`src/rtl/sram_arb_pkg.sv`:
```
// Shared types and constants for the two-requester SRAM arbiter.
// Holds the requester ID, the fixed requester roles and the outstanding-read counter width.
package sram_arb_pkg;

  typedef logic req_id_t;

  localparam req_id_t REQ_CPU  = 1'b0;
  localparam req_id_t REQ_DISP = 1'b1;

  function automatic int pend_cnt_w(input int max_pend);
    return $clog2(max_pend) + 1;
  endfunction

endpackage

```
`src/rtl/sram_arb_if.sv`:
```
// One Avalon-MM requester port: a pipelined read/write command with a
// same-cycle waitrequest, plus a read-return strobe.
interface sram_arb_if #(
  parameter int ADDR_W = 20,
  parameter int DATA_W = 16,
  parameter int BE_W   = 2
);

  logic [ADDR_W-1:0] address;
  logic [BE_W-1:0]   byteenable;
  logic              read;
  logic              write;
  logic [DATA_W-1:0] writedata;
  logic              waitrequest;
  logic [DATA_W-1:0] readdata;
  logic              readdatavalid;

  modport master (
    output address, byteenable, read, write, writedata,
    input  waitrequest, readdata, readdatavalid
  );

  modport slave (
    input  address, byteenable, read, write, writedata,
    output waitrequest, readdata, readdatavalid
  );

endinterface

```
`src/rtl/sram_arb_tag_fifo.sv`:
```
// Small synchronous FIFO holding the requester ID of every outstanding read.
// A push is dropped when full and a pop is dropped when empty; the head is readable combinationally.
module sram_arb_tag_fifo #(
  parameter int DEPTH = 4,
  parameter int W     = 1,
  localparam int PTR_W = $clog2(DEPTH),
  localparam int CNT_W = $clog2(DEPTH) + 1
) (
  input  logic             clk,
  input  logic             rst_n,
  input  logic             push,
  input  logic [W-1:0]     push_dat,
  input  logic             pop,
  output logic             full,
  output logic             empty,
  output logic [CNT_W-1:0] count,
  output logic [W-1:0]     head
);

  logic [W-1:0]     mem [DEPTH];
  logic [PTR_W-1:0] wr_ptr;
  logic [PTR_W-1:0] rd_ptr;
  logic             push_ok;
  logic             pop_ok;

  assign full    = (count == CNT_W'(DEPTH));
  assign empty   = (count == '0);
  assign push_ok = push & ~full;
  assign pop_ok  = pop & ~empty;
  assign head    = mem[rd_ptr];

  always_ff @(posedge clk) begin
    if (push_ok) mem[wr_ptr] <= push_dat;
  end

  // DEPTH is a power of two, so the pointers wrap by plain overflow.
  always_ff @(posedge clk or negedge rst_n) begin
    if (!rst_n) begin
      wr_ptr <= '0;
      rd_ptr <= '0;
      count  <= '0;
    end else begin
      if (push_ok) wr_ptr <= wr_ptr + 1'b1;
      if (pop_ok)  rd_ptr <= rd_ptr + 1'b1;
      case ({push_ok, pop_ok})
        2'b10:   count <= count + 1'b1;
        2'b01:   count <= count - 1'b1;
        default: count <= count;
      endcase
    end
  end

endmodule

```
`src/rtl/sram_arbiter.sv`:
```
// Round-robin arbiter sharing one pipelined Avalon SRAM slave between two requesters.
// Grant and waitrequest are same-cycle; the command is registered (1 cycle); reads stall when the tag FIFO is full.
module sram_arbiter
  import sram_arb_pkg::*;
#(
  parameter int ADDR_W   = 20,
  parameter int DATA_W   = 16,
  parameter int BE_W     = 2,
  parameter int MAX_PEND = 4
) (
  input  logic                              clk_clk,
  input  logic                              reset_reset_n,
  sram_arb_if.slave                         m0,
  sram_arb_if.slave                         m1,
  output logic [ADDR_W-1:0]                 s_address,
  output logic [BE_W-1:0]                   s_byteenable,
  output logic                              s_read,
  output logic                              s_write,
  output logic [DATA_W-1:0]                 s_writedata,
  input  logic [DATA_W-1:0]                 s_readdata,
  input  logic                              s_readdatavalid,
  output logic [pend_cnt_w(MAX_PEND)-1:0]   pend_count,
  output logic                              err_orphan
);

  logic        full;
  logic        empty;
  req_id_t     head;
  req_id_t     last_grant;
  logic        elig0, elig1;
  logic        grant0, grant1;
  logic        push, pop;
  logic        rdv0, rdv1;
  logic [DATA_W-1:0] rd0_q, rd1_q;

  // Read+write together is a read, so the read strobe alone decides eligibility.
  assign elig0 = m0.read ? ~full : m0.write;
  assign elig1 = m1.read ? ~full : m1.write;

  always_comb begin
    grant0 = 1'b0;
    grant1 = 1'b0;
    if (elig0 && elig1) begin
      grant0 = (last_grant != REQ_CPU);
      grant1 = (last_grant == REQ_CPU);
    end else begin
      grant0 = elig0;
      grant1 = elig1;
    end
  end

  assign m0.waitrequest = (m0.read | m0.write) & ~grant0;
  assign m1.waitrequest = (m1.read | m1.write) & ~grant1;

  always_ff @(posedge clk_clk or negedge reset_reset_n) begin
    if (!reset_reset_n) begin
      s_address    <= '0;
      s_byteenable <= '0;
      s_read       <= 1'b0;
      s_write      <= 1'b0;
      s_writedata  <= '0;
      last_grant   <= REQ_DISP;
    end else begin
      s_read  <= 1'b0;
      s_write <= 1'b0;
      if (grant0) begin
        s_address    <= m0.address;
        s_byteenable <= m0.byteenable;
        s_writedata  <= m0.writedata;
        s_read       <= m0.read;
        s_write      <= m0.write & ~m0.read;
        last_grant   <= REQ_CPU;
      end else if (grant1) begin
        s_address    <= m1.address;
        s_byteenable <= m1.byteenable;
        s_writedata  <= m1.writedata;
        s_read       <= m1.read;
        s_write      <= m1.write & ~m1.read;
        last_grant   <= REQ_DISP;
      end
    end
  end

  assign push = (grant0 & m0.read) | (grant1 & m1.read);
  assign pop  = s_readdatavalid & ~empty;

  sram_arb_tag_fifo #(
    .DEPTH (MAX_PEND),
    .W     (1)
  ) u_tag_fifo (
    .clk      (clk_clk),
    .rst_n    (reset_reset_n),
    .push     (push),
    .push_dat (grant1 ? REQ_DISP : REQ_CPU),
    .pop      (pop),
    .full     (full),
    .empty    (empty),
    .count    (pend_count),
    .head     (head)
  );

  assign rdv0 = pop & (head == REQ_CPU);
  assign rdv1 = pop & (head == REQ_DISP);

  assign m0.readdatavalid = rdv0;
  assign m1.readdatavalid = rdv1;
  assign m0.readdata      = rdv0 ? s_readdata : rd0_q;
  assign m1.readdata      = rdv1 ? s_readdata : rd1_q;

  always_ff @(posedge clk_clk or negedge reset_reset_n) begin
    if (!reset_reset_n) begin
      rd0_q      <= '0;
      rd1_q      <= '0;
      err_orphan <= 1'b0;
    end else begin
      if (rdv0) rd0_q <= s_readdata;
      if (rdv1) rd1_q <= s_readdata;
      if (s_readdatavalid && empty) err_orphan <= 1'b1;
    end
  end

endmodule

```
`src/flat_wrapper.sv`:
```
// flat-port wrapper written by rule: the top's interface ports become plain ports
module sram_arbiter_flat import sram_arb_pkg::*;
#(
  parameter int ADDR_W   = 20,
  parameter int DATA_W   = 16,
  parameter int BE_W     = 2,
  parameter int MAX_PEND = 4
)
  (clk_clk, reset_reset_n, s_address, s_byteenable, s_read, s_write, s_writedata, s_readdata, s_readdatavalid, pend_count, err_orphan, m0_address, m0_byteenable, m0_read, m0_write, m0_writedata, m0_waitrequest, m0_readdata, m0_readdatavalid, m1_address, m1_byteenable, m1_read, m1_write, m1_writedata, m1_waitrequest, m1_readdata, m1_readdatavalid);
  sram_arb_if #(.ADDR_W(ADDR_W), .DATA_W(DATA_W), .BE_W(BE_W)) m0_i ();
  sram_arb_if #(.ADDR_W(ADDR_W), .DATA_W(DATA_W), .BE_W(BE_W)) m1_i ();
  input  logic clk_clk;
  input  logic reset_reset_n;
  output logic [ADDR_W-1:0] s_address;
  output logic [BE_W-1:0] s_byteenable;
  output logic s_read;
  output logic s_write;
  output logic [DATA_W-1:0] s_writedata;
  input  logic [DATA_W-1:0] s_readdata;
  input  logic s_readdatavalid;
  output logic [pend_cnt_w(MAX_PEND)-1:0] pend_count;
  output logic err_orphan;
  input wire logic [$bits(m0_i.address)-1:0] m0_address;
  input wire logic [$bits(m0_i.byteenable)-1:0] m0_byteenable;
  input wire logic [$bits(m0_i.read)-1:0] m0_read;
  input wire logic [$bits(m0_i.write)-1:0] m0_write;
  input wire logic [$bits(m0_i.writedata)-1:0] m0_writedata;
  output wire logic [$bits(m0_i.waitrequest)-1:0] m0_waitrequest;
  output wire logic [$bits(m0_i.readdata)-1:0] m0_readdata;
  output wire logic [$bits(m0_i.readdatavalid)-1:0] m0_readdatavalid;
  input wire logic [$bits(m1_i.address)-1:0] m1_address;
  input wire logic [$bits(m1_i.byteenable)-1:0] m1_byteenable;
  input wire logic [$bits(m1_i.read)-1:0] m1_read;
  input wire logic [$bits(m1_i.write)-1:0] m1_write;
  input wire logic [$bits(m1_i.writedata)-1:0] m1_writedata;
  output wire logic [$bits(m1_i.waitrequest)-1:0] m1_waitrequest;
  output wire logic [$bits(m1_i.readdata)-1:0] m1_readdata;
  output wire logic [$bits(m1_i.readdatavalid)-1:0] m1_readdatavalid;
  assign m0_i.address = m0_address;
  assign m0_i.byteenable = m0_byteenable;
  assign m0_i.read = m0_read;
  assign m0_i.write = m0_write;
  assign m0_i.writedata = m0_writedata;
  assign m0_waitrequest = m0_i.waitrequest;
  assign m0_readdata = m0_i.readdata;
  assign m0_readdatavalid = m0_i.readdatavalid;
  assign m1_i.address = m1_address;
  assign m1_i.byteenable = m1_byteenable;
  assign m1_i.read = m1_read;
  assign m1_i.write = m1_write;
  assign m1_i.writedata = m1_writedata;
  assign m1_waitrequest = m1_i.waitrequest;
  assign m1_readdata = m1_i.readdata;
  assign m1_readdatavalid = m1_i.readdatavalid;
  sram_arbiter #(.ADDR_W(ADDR_W), .DATA_W(DATA_W), .BE_W(BE_W), .MAX_PEND(MAX_PEND)) u_core (.clk_clk(clk_clk), .reset_reset_n(reset_reset_n), .m0(m0_i), .m1(m1_i), .s_address(s_address), .s_byteenable(s_byteenable), .s_read(s_read), .s_write(s_write), .s_writedata(s_writedata), .s_readdata(s_readdata), .s_readdatavalid(s_readdatavalid), .pend_count(pend_count), .err_orphan(err_orphan));
endmodule
```
`config.mk`:
```
export PLATFORM = sky130hd
export DESIGN_NAME = sram_arbiter_flat
export DESIGN_NICKNAME = d
export VERILOG_FILES = /design/src/rtl/sram_arb_pkg.sv /design/src/rtl/sram_arb_if.sv /design/src/rtl/sram_arb_tag_fifo.sv /design/src/rtl/sram_arbiter.sv /design/src/flat_wrapper.sv
export SDC_FILE = /design/constraint.sdc
export NUM_CORES = 1
export LEC_CHECK = 0
export CAP_MARGIN = 30
export CORE_MARGIN = 3
export CORE_UTILIZATION = 32
export DETAILED_ROUTE_END_ITERATION = 7
export GPL_ROUTABILITY_DRIVEN = 0
export HOLD_SLACK_MARGIN = 0.12
export PLACE_DENSITY_LB_ADDON = 0.3
export SYNTH_ARGS = -nofsm -noshare
export SYNTH_HDL_FRONTEND = slang
export SYNTH_SLANG_ARGS = --single-unit
```
`constraint.sdc`:
```
create_clock -name clk_clk -period 6.8 [get_ports clk_clk]
set_input_delay 2.04 -clock clk_clk [delete_from_list [all_inputs] [get_ports clk_clk]]
set_output_delay 2.04 -clock clk_clk [all_outputs]
set_load 0.01 [all_outputs]
```
==> impl_metrics.csv <==
group,metric,value,unit
worst_setup_path,crit_fanout,17,
floorplan,die-area,14200,um2
synthesis,postSynthCellCount,360,
floorplan,rows,40,
floorplan,die_w,119,um
sta,finalHoldViolCount,0,
sta,period_minus_slack,6.09,ns
route,wl_per_cell,16.6,um
floorplan,die_h,119,um
final_layout,fill_cells,1133,
power_and_ir_drop,netSwitchingPower,0.924,mW
route,vias,3482,
power_and_ir_drop,swShare,0.344,
final_layout,area_growth,53.8,%
power_and_ir_drop,p_total,2.69,mW
clock_tree,cts-buffers-inserted,9,
grt,antenna_found_initial,0,
final_layout,antennaDiodeCount,0,
worst_setup_path,crit_required,4.76,ns
synthesis,syn_area,4090,um2
power_and_ir_drop,power_frac_seq,0.330,
synthesis,yosysSeqAreaShare,0.526,
final_layout,layout_common_cells,"clkdlybuf4s50_1, inv_1, dfrtp_1",
sta,setup_tns,0,ns
sta,setup_violations,0,
sta,worstMarginPinSlew,0.752,ns
route,routed_wl,11.6,mm
clock_tree,cts_resized,0,
hold_path,hold_path_class,"reg -> reg",
clock_tree,h-tree-depth,3,
floorplan,start_util,0.333,
sta,finalCritPeriodShare,0.896,
power_and_ir_drop,leakagePower,2.67,nW
final_layout,design_area,6290,um2
sta,slew_violations,0,
worst_setup_path,cp-start-kind,"input port",
route,drt_iter0_drc,187,
worst_setup_path,critical_path_class,"in -> out",
flow_run,max_cap_viol_count,0,
synthesis,synth_warnings,0,
grt,grt_use_total,0.163,
power_and_ir_drop,powerDensity,428,nW/um2
worst_setup_path,worstPathArrival,4.05,ns
clock_tree,cts_tree,"yes",
sta,slew_headroom,0.499,
status,outcome,"complete, no violations",
route,ant_nets,0,
clock_tree,clockBufferDepth,2,
synthesis,ys_ff_latch,85,
final_layout,finalNonFillerCells,698,
power_and_ir_drop,internal-power,1.76,mW
placement,dpl-instance-area,6000,um2
power_and_ir_drop,combinationalPowerShare,0.498,
route,drcViolationCount,0,
route,avgViaCountPerCell,4.99,
power_and_ir_drop,vdd_drop_max,147,uV
final_layout,nets,630,
placement,post-place-cells,682,
route,drt_pass1_iterations,4,
grt,grt_max_degree,50,
synthesis,ys_types,44,
sta,fin_skew,0.00546,ns
sta,fmax,164,MHz
floorplan,io_pins,179,
synthesis,avgSynthCellArea,11.4,um2
worst_setup_path,rrSetupSlack,3.83,ns
placement,dpl.hpwl,8.61,mm
clock_tree,postCtsSetupRepairBufs,0,
sta,setup_ws,0.707,ns
clock_tree,postCtsHoldBufs,0,
floorplan,core,12300,um2
placement,dp_worst_setup_slack,0.707,ns
grt,grt-ovfl-total,0,
sta,holdWs,0.485,ns
worst_setup_path,cp-end-kind,"output pin",
final_layout,drive_gt1_frac,0.130,
grt,grt_pass1_vias,3733,
clock_tree,clkTransAtPathRegs,0.06,ns
power_and_ir_drop,power_frac_clock,0.173,
final_layout,final_common_cell,"clkdlybuf4s50_1",
final_layout,fin_util,0.513,
placement,port_buffers,178,
sta,grt_setup_unrepaired,"false",
clock_tree,clock_latency,0.33,ns
clock_tree,cts_root_buf,"clkbuf_16",
synthesis,syn_nets,465,
clock_tree,clkSinkCount,85,
grt,grt_first_pass_wirelength,19.0,mm
[layer usage]
layer | routed length [um] | up-vias | global-route usage
li1 | - | 1614 | -
met1 | 4930 | 1701 | 0.205
met2 | 5610 | 159 | 0.272
met3 | 928 | 8 | 0.0556
met4 | 94 | 0 | 0.0384
met5 | 0 | - | 0
[layout make-up]
type                    count  area [um2]  share of cell area
flip-flops and latches     85        2150               0.342
repair buffers            185        1850               0.295
multi-input cells         160        1480               0.235
inverters                  84         315              0.0501
clock buffers               9         225              0.0358
well taps                 168         210              0.0334
clock inverters             7        57.6             0.00915
[critical path, stage by stage]
cell and delay [ns]:
clkdlybuf4s50_1 0.43, o31ai_1 0.15, inv_1 0.18, nand2_2 0.36
mux2_2 0.40, clkdlybuf4s50_1 0.49
[state kept, by name, summed over array words and instances (netlist names)]
name                      count
u_core.s_address             20
u_core.u_tag_fifo.mem         4
u_core.last_grant             1
u_core.s_writedata           16
u_core.s_write                1
u_core.err_orphan             1
u_core.u_tag_fifo.wr_ptr      2
u_core.u_tag_fifo.count       3
u_core.s_byteenable           2
u_core.s_read                 1
u_core.u_tag_fifo.rd_ptr      2
u_core.rd1_q                 16
u_core.rd0_q                 16
[cell families after synthesis]
| kind of cell | Yosys count | share of synthesized area |
|---|---|---|
| multiplexers | 35 | 0.0992 |
| buffers and inverters | 115 | 0.117 |
| flip-flops | 85 | 0.526 |
| adder cells (fa/ha/maj) | 6 | 0.0202 |
| AND/OR/NAND/NOR | 24 | 0.0364 |
| AO/OA/AOI/OAI | 89 | 0.189 |
| XOR/XNOR | 6 | 0.0129 |
[power by group through the flow]
| stage | Sequential, mW | Clock [mW] | Combinational (mW) |
|---|---|---|---|
| floorplan | 0.915 | 0 | 0.617 |
| global placement | 0.883 | 0 | 1.32 |
| detailed placement | 0.894 | 0 | 1.36 |
| CTS | 0.889 | 0.481 | 1.36 |
| global route | 0.916 | 0.500 | 1.44 |
| finish | 0.886 | 0.465 | 1.34 |
[worst paths after layout]
check                                                       start                                      to  depth (start not counted)
max reg2reg                u_core.u_tag_fifo.count[0]$_DFFE_PN0P_  u_core.u_tag_fifo.count[2]$_DFFE_PN0P_                         10
max in group asynchronous                           reset_reset_n        u_core.s_address[12]$_DFFE_PN0P_                          2
min reg2reg                         u_core.err_orphan$_DFFE_PN0P_           u_core.err_orphan$_DFFE_PN0P_                          1
min in group asynchronous                           reset_reset_n               u_core.rd0_q[2]$_DFF_PN0_                          1
max                                               s_readdatavalid                         m1_readdata[14]                          6
min                                 u_core.err_orphan$_DFFE_PN0P_           u_core.err_orphan$_DFFE_PN0P_                          1
[cells in the mapped netlist (all sizes together)]
cell type / instances / area (um2)
inv: 84 / 315
dfrtp: 80 / 2000
a2111oi: 38 / 334
a221oi: 38 / 339
mux2: 34 / 383
clkbuf: 17 / 65.1
buf: 14 / 97.6
nor2: 6 / 25.0
ha: 5 / 62.6
and2: 4 / 25.0
edfxtp: 4 / 120
xnor2: 4 / 35.0
nand2: 3 / 13.8
a211oi: 2 / 15.0
a21oi: 2 / 10.0
nor2b: 2 / 12.5
or2: 2 / 12.5
or3b: 2 / 17.5
xor2: 2 / 17.5
a21boi: 1 / 7.51
a21o: 1 / 7.51
a31o: 1 / 8.76
and4bb: 1 / 12.5
dfstp: 1 / 26.3
fa: 1 / 20.0
mux4: 1 / 22.5
nand2b: 1 / 6.26
nand4bb: 1 / 11.3
nor3: 1 / 5.00
nor3b: 1 / 7.51
o21a: 1 / 7.51
o21ai: 1 / 5.00
o221a: 1 / 11.3
o311a: 1 / 10.0
o31ai: 1 / 7.51
o41ai: 1 / 8.76
Note: power is estimated with default switching activity, not from simulation.
